### src/rtl/uart_rx_fifo.sv
// uart_rx_fifo: receive-side byte buffer that sits after the UART receiver.
// Each rising edge of rx_done stores one byte in a circular FIFO. The host
// drains the FIFO through a registered read with one cycle of latency. The
// block also reports the fill level, almost-full, a sticky overrun flag and an
// idle-timeout flag.
//
// Ports:
//   clk, reset          system clock; asynchronous active-high reset
//   rx_done, rx_data    byte-complete flag and byte from the receiver
//   rd_en               host read request
//   rd_data, rd_valid   registered read byte and its one-cycle strobe
//   empty, full         FIFO holds 0 / DEPTH entries
//   almost_full         level >= AFULL_THRESH
//   level               entry count, 0..DEPTH
//   overrun, ovr_clr    sticky flag for a dropped byte, and its clear
//   timeout             sticky flag: FIFO non-empty and idle for TIMEOUT_CYC clocks
module uart_rx_fifo #(
  parameter int DATA_W       = 8,
  parameter int DEPTH        = 16,
  parameter int ADDR_W       = 4,
  parameter int AFULL_THRESH = 12,
  parameter int TIMEOUT_CYC  = 26050
) (
  input  logic              clk,
  input  logic              reset,
  input  logic              rx_done,
  input  logic [DATA_W-1:0] rx_data,
  input  logic              rd_en,
  output logic [DATA_W-1:0] rd_data,
  output logic              rd_valid,
  output logic              empty,
  output logic              full,
  output logic              almost_full,
  output logic [ADDR_W:0]   level,
  output logic              overrun,
  input  logic              ovr_clr,
  output logic              timeout
);

  localparam int CNT_W = $clog2(TIMEOUT_CYC + 1);
  localparam logic [ADDR_W:0] FULL_LVL  = (ADDR_W+1)'(DEPTH);
  localparam logic [ADDR_W:0] AFULL_LVL = (ADDR_W+1)'(AFULL_THRESH);
  localparam logic [ADDR_W:0] LVL_ONE   = (ADDR_W+1)'(1);
  localparam logic [ADDR_W-1:0] PTR_ONE = ADDR_W'(1);
  localparam logic [CNT_W-1:0] CNT_MAX  = CNT_W'(TIMEOUT_CYC);
  localparam logic [CNT_W-1:0] CNT_PRE  = CNT_W'(TIMEOUT_CYC - 1);
  localparam logic [CNT_W-1:0] CNT_ONE  = CNT_W'(1);

  logic [DATA_W-1:0] mem [DEPTH];
  logic [ADDR_W-1:0] wr_ptr, rd_ptr;
  logic [CNT_W-1:0]  idle_cnt;
  logic              rx_done_q;
  logic              wr_stb, rd_accept, wr_do, ovr_set;

  // One write per rising edge of rx_done, however long it stays high.
  assign wr_stb    = rx_done & ~rx_done_q;
  assign rd_accept = rd_en & ~empty;
  // A read in the same cycle frees a slot, so a full FIFO can still take the byte.
  assign wr_do     = wr_stb & (~full | rd_accept);
  assign ovr_set   = wr_stb & full & ~rd_accept;

  assign empty       = (level == '0);
  assign full        = (level == FULL_LVL);
  assign almost_full = (level >= AFULL_LVL);

  always_ff @(posedge clk or posedge reset) begin
    if (reset) begin
      rx_done_q <= 1'b0;
      wr_ptr    <= '0;
      rd_ptr    <= '0;
      level     <= '0;
      rd_data   <= '0;
      rd_valid  <= 1'b0;
      overrun   <= 1'b0;
      idle_cnt  <= '0;
      timeout   <= 1'b0;
    end else begin
      rx_done_q <= rx_done;
      rd_valid  <= rd_accept;
      if (wr_do) wr_ptr <= wr_ptr + PTR_ONE;
      if (rd_accept) begin
        rd_data <= mem[rd_ptr];
        rd_ptr  <= rd_ptr + PTR_ONE;
      end
      case ({wr_do, rd_accept})
        2'b10:   level <= level + LVL_ONE;
        2'b01:   level <= level - LVL_ONE;
        default: level <= level;
      endcase
      // Set has priority over clear.
      if (ovr_set)      overrun <= 1'b1;
      else if (ovr_clr) overrun <= 1'b0;
      // Any traffic, or an empty FIFO, restarts the idle count.
      if (wr_stb | rd_accept | empty) begin
        idle_cnt <= '0;
        timeout  <= 1'b0;
      end else begin
        if (idle_cnt != CNT_MAX) idle_cnt <= idle_cnt + CNT_ONE;
        if (idle_cnt == CNT_PRE) timeout  <= 1'b1;
      end
    end
  end

  // Storage carries no reset; the pointers and level define what is valid.
  always_ff @(posedge clk) begin
    if (wr_do) mem[wr_ptr] <= rx_data;
  end

endmodule

### config.mk
export PLATFORM = sky130hd
export DESIGN_NAME = uart_rx_fifo
export DESIGN_NICKNAME = d
export VERILOG_FILES = /design/src/rtl/uart_rx_fifo.sv
export SDC_FILE = /design/constraint.sdc
export NUM_CORES = 1
export LEC_CHECK = 0
export ABC_CLOCK_PERIOD_IN_PS = 6550
export CORE_UTILIZATION = 55
export DETAILED_ROUTE_END_ITERATION = 12
export DONT_BUFFER_PORTS = 1
export PLACE_DENSITY = 0.77
export SYNTH_ARGS = -nofsm -noshare
export SYNTH_HDL_FRONTEND = slang
export SYNTH_SLANG_ARGS = --single-unit
### constraint.sdc
create_clock -name clk -period 6.55 [get_ports clk]
set_input_delay 0.3275 -clock clk [delete_from_list [all_inputs] [get_ports clk]]
set_output_delay 0.3275 -clock clk [all_outputs]
set_load 0.05 [all_outputs]
==> flow_summary.toml <==
[synth]
synthesis.nets = 421
synth_seq_cells = 168
synth-edff-count = 128
yosysWarnings = 0
synth_area_sq_um = 6820
synthAdderAreaFrac = 0.0183
synth_top_flop_cell = "edfxtp_1"
synth_top_area_share = 0.563
synth_top_family_by_area = "multiplexers"
synth-compound-area-share = 0.0396
ys_seq_area_frac = 0.710
ys_types = 45
ys_async_sr_fraction = 0.238
syn_area_per_cell_sq_um = 17.1
synth_mux_area_frac = 0.124
synth-simple-area-share = 0.0631
synthXorXnorAreaFrac = 0.0282
synth_area_leaders = "edfxtp_1 (56%), dfrtp_1 (15%), mux4_2 (11%)"
synth_cells = 398
synth_top_area_cell = "edfxtp_1"

[layout]
layout_commonest_cell = "edfxtp_1"
drive_gt1_frac = 0.195
layout_common_cells = "edfxtp_1 (128), dfrtp_1 (39), mux4_2 (32), nor2_1 (30), clkbuf_16 (17)"
syn_to_final_growth_pct = 11.8
final_nets = 435
finalNonFillerCells = 594
final_util = 0.633

[critical_path]
r2r-start = "level[1]$_DFFE_PP0P_"
arrival_ps = 3400
cp_max_fo = 8
setup.worst_path.class = "reg -> reg"
end_kind = "flop"
start_kind = "flop"
crit_required_ps = 6580
crit_path_start = "level[1]$_DFFE_PP0P_"

[clock_tree]
cts.clk_slew.worst_paths_ps = 60
cts_buffers = 17
h-tree-depth = 4
cts_sinks = 168
clockBufferDepth = 2
cts_root_buf = "clkbuf_16"
cts_tree = "built"
worstSkewPairLatency_ps = 420

[pwr]
ir_drop_uv = 232
power.net_switching_uw = 1060
p_clk_frac = 0.291
p_comb_frac = 0.233
swShare = 0.332
power.density_nw_per_um2 = 418
pwr-share-seq = 0.476
p_leak_uw = 0.00260
p_int_uw = 2130

[grt]
grt-ovfl-total = 0
grt_pass1_wl_um = 19400
grt_pass1_vias = 3558
antenna_found_initial = 1
grt_usage = 0.213
grt_max_degree = 41

[min_path]
min_from = "ovr_clr"
hold_path_class = "in -> reg"

[floorplan]
fp.dieArea_sq_um = 12900
rows = 40
ios = 32
core_area_sq_um = 12100
die_w_um = 113
start_util = 0.566
die_h_um = 113

[routing]
drc_errors = 0
via_count = 3493
wl_um = 12800
drt_iter0_drc = 322
ant_nets = 0
wire_per_inst_um = 21.5
dr.pass1.iters = 4
viasPerCell = 5.88

[sta]
final-hold-violation-count = 0
rsz0062_at_grt = "no"
drv_slew = 0
tightest_slew_ps = 1240
fin_crit_ps = 3370
setup_tns_ps = 0
clock.fmax_ghz = 0.297
final-setup-viol-count = 0
finalCritPeriodShare = 0.514
max-slew-margin-rel = 0.169
finalClockSkew_ps = 9.45

[place]
dp_cells = 551
numPortBuffers = 0
dp_hpwl_um = 7880
routabilityCongestion = 0.819

[job]
drv_cap = 0

[outcome]
status = "complete, no violations"
[cell usage after synthesis, types with 2 or more instances]
cell      count
a21oi_1      13
a31oi_1       3
and4_1        2
buf_1         4
buf_2         5
buf_4         2
clkbuf_1      7
dfrtp_1      40
edfxtp_1    128
ha_1         10
inv_1         9
mux2_1        2
mux2_2        9
mux4_2       32
nand2_1      14
nand2b_1      6
nand3_1       5
nand4_1       6
nor2_1       30
nor3_1        6
o21ai_0       3
o22ai_1      16
or2_2         2
or3_1         3
xnor2_1       9
xor2_1       13
[final cells by class]
cell class	instances	area [sq um]
diodes	1	2.50
clock buffers	18	429
clock inverters	14	123
fillers	843	4430
inverters	9	33.8
multi-input cells	203	1860
flip-flops and latches	168	4850
well taps	168	210
repair buffers	13	123
[kinds of logic after synthesis]
kind of cell	after synthesis
AND/OR/NAND/NOR	85
flip-flops	168
buffers and inverters	27
adder cells (fa/ha/maj)	10
multiplexers	43
XOR/XNOR	22
AO/OA/AOI/OAI	43
[worst max-delay path: stages, from the launching register on]
cell	delay, ps
dfrtp_1	760
nor4_1	170
a31oi_1	760
nand2_1	290
nor3_1	1000
[registers in the layout (all words and copies together) (netlist names)]
name       flops
mem          128
idle_cnt      15
rd_data        8
level          5
rd_ptr         4
wr_ptr         4
overrun        1
rd_valid       1
rx_done_q      1
timeout        1
[power by group through the flow]
| stage | Sequential [uW] | Combinational (uW) | Clock (uW) |
|---|---|---|---|
| final | 1520 | 743 | 929 |
| after global routing | 1540 | 805 | 980 |
| after CTS | 1520 | 753 | 937 |
| after detailed placement | 1540 | 731 | 0 |
| after global placement | 1540 | 716 | 0 |
| after floorplan | 1480 | 617 | 0 |
[repair_timing]
action / CTS / global route
resized for setup: 0 / 0
hold endpoints to repair: 169 / 0
setup buffers: 0 / 0
hold buffers: 10 / 0
[stage by stage]
stage / setup WS [ps] / area, sq um / hold WS, ps / total power (uW)
6_report: 3180 / 7630 / 99.2 / 3190
3_3_place_gp: 3400 / 6980 / 359 / 2250
2_1_floorplan: 4000 / 6820 / 359 / 2100
4_1_cts: 3210 / 7630 / 88.1 / 3210
5_1_grt: 3020 / 7630 / 92.2 / 3320
3_5_place_dp: 3230 / 6980 / 359 / 2270
[worst paths after layout]
kind | endpoint | depth (start not counted) | slack (ps)
setup / recovery | mem[3][5]$_DFFE_PP_ | 4 | 3180
hold / removal | overrun$_DFFE_PP0P_ | 2 | 100
setup reg to reg | mem[3][5]$_DFFE_PP_ | 4 | 3180
hold reg to reg | idle_cnt[8]$_DFFE_PP0P_ | 2 | 560
max in group asynchronous | rd_ptr[2]$_DFFE_PP0P_ | 3 | 5700
min in group asynchronous | rd_valid$_DFF_PP0_ | 3 | 480
[per-layer routing]
metal | share of wire | global-route usage | vias up
met5 | 0 | 0 | -
met4 | 0.019 | 0.0860 | 0
met1 | 0.43 | 0.279 | 1781
met2 | 0.50 | 0.344 | 120
met3 | 0.048 | 0.0569 | 20
li1 | - | - | 1572
Note: power is estimated with default switching activity, not from simulation.
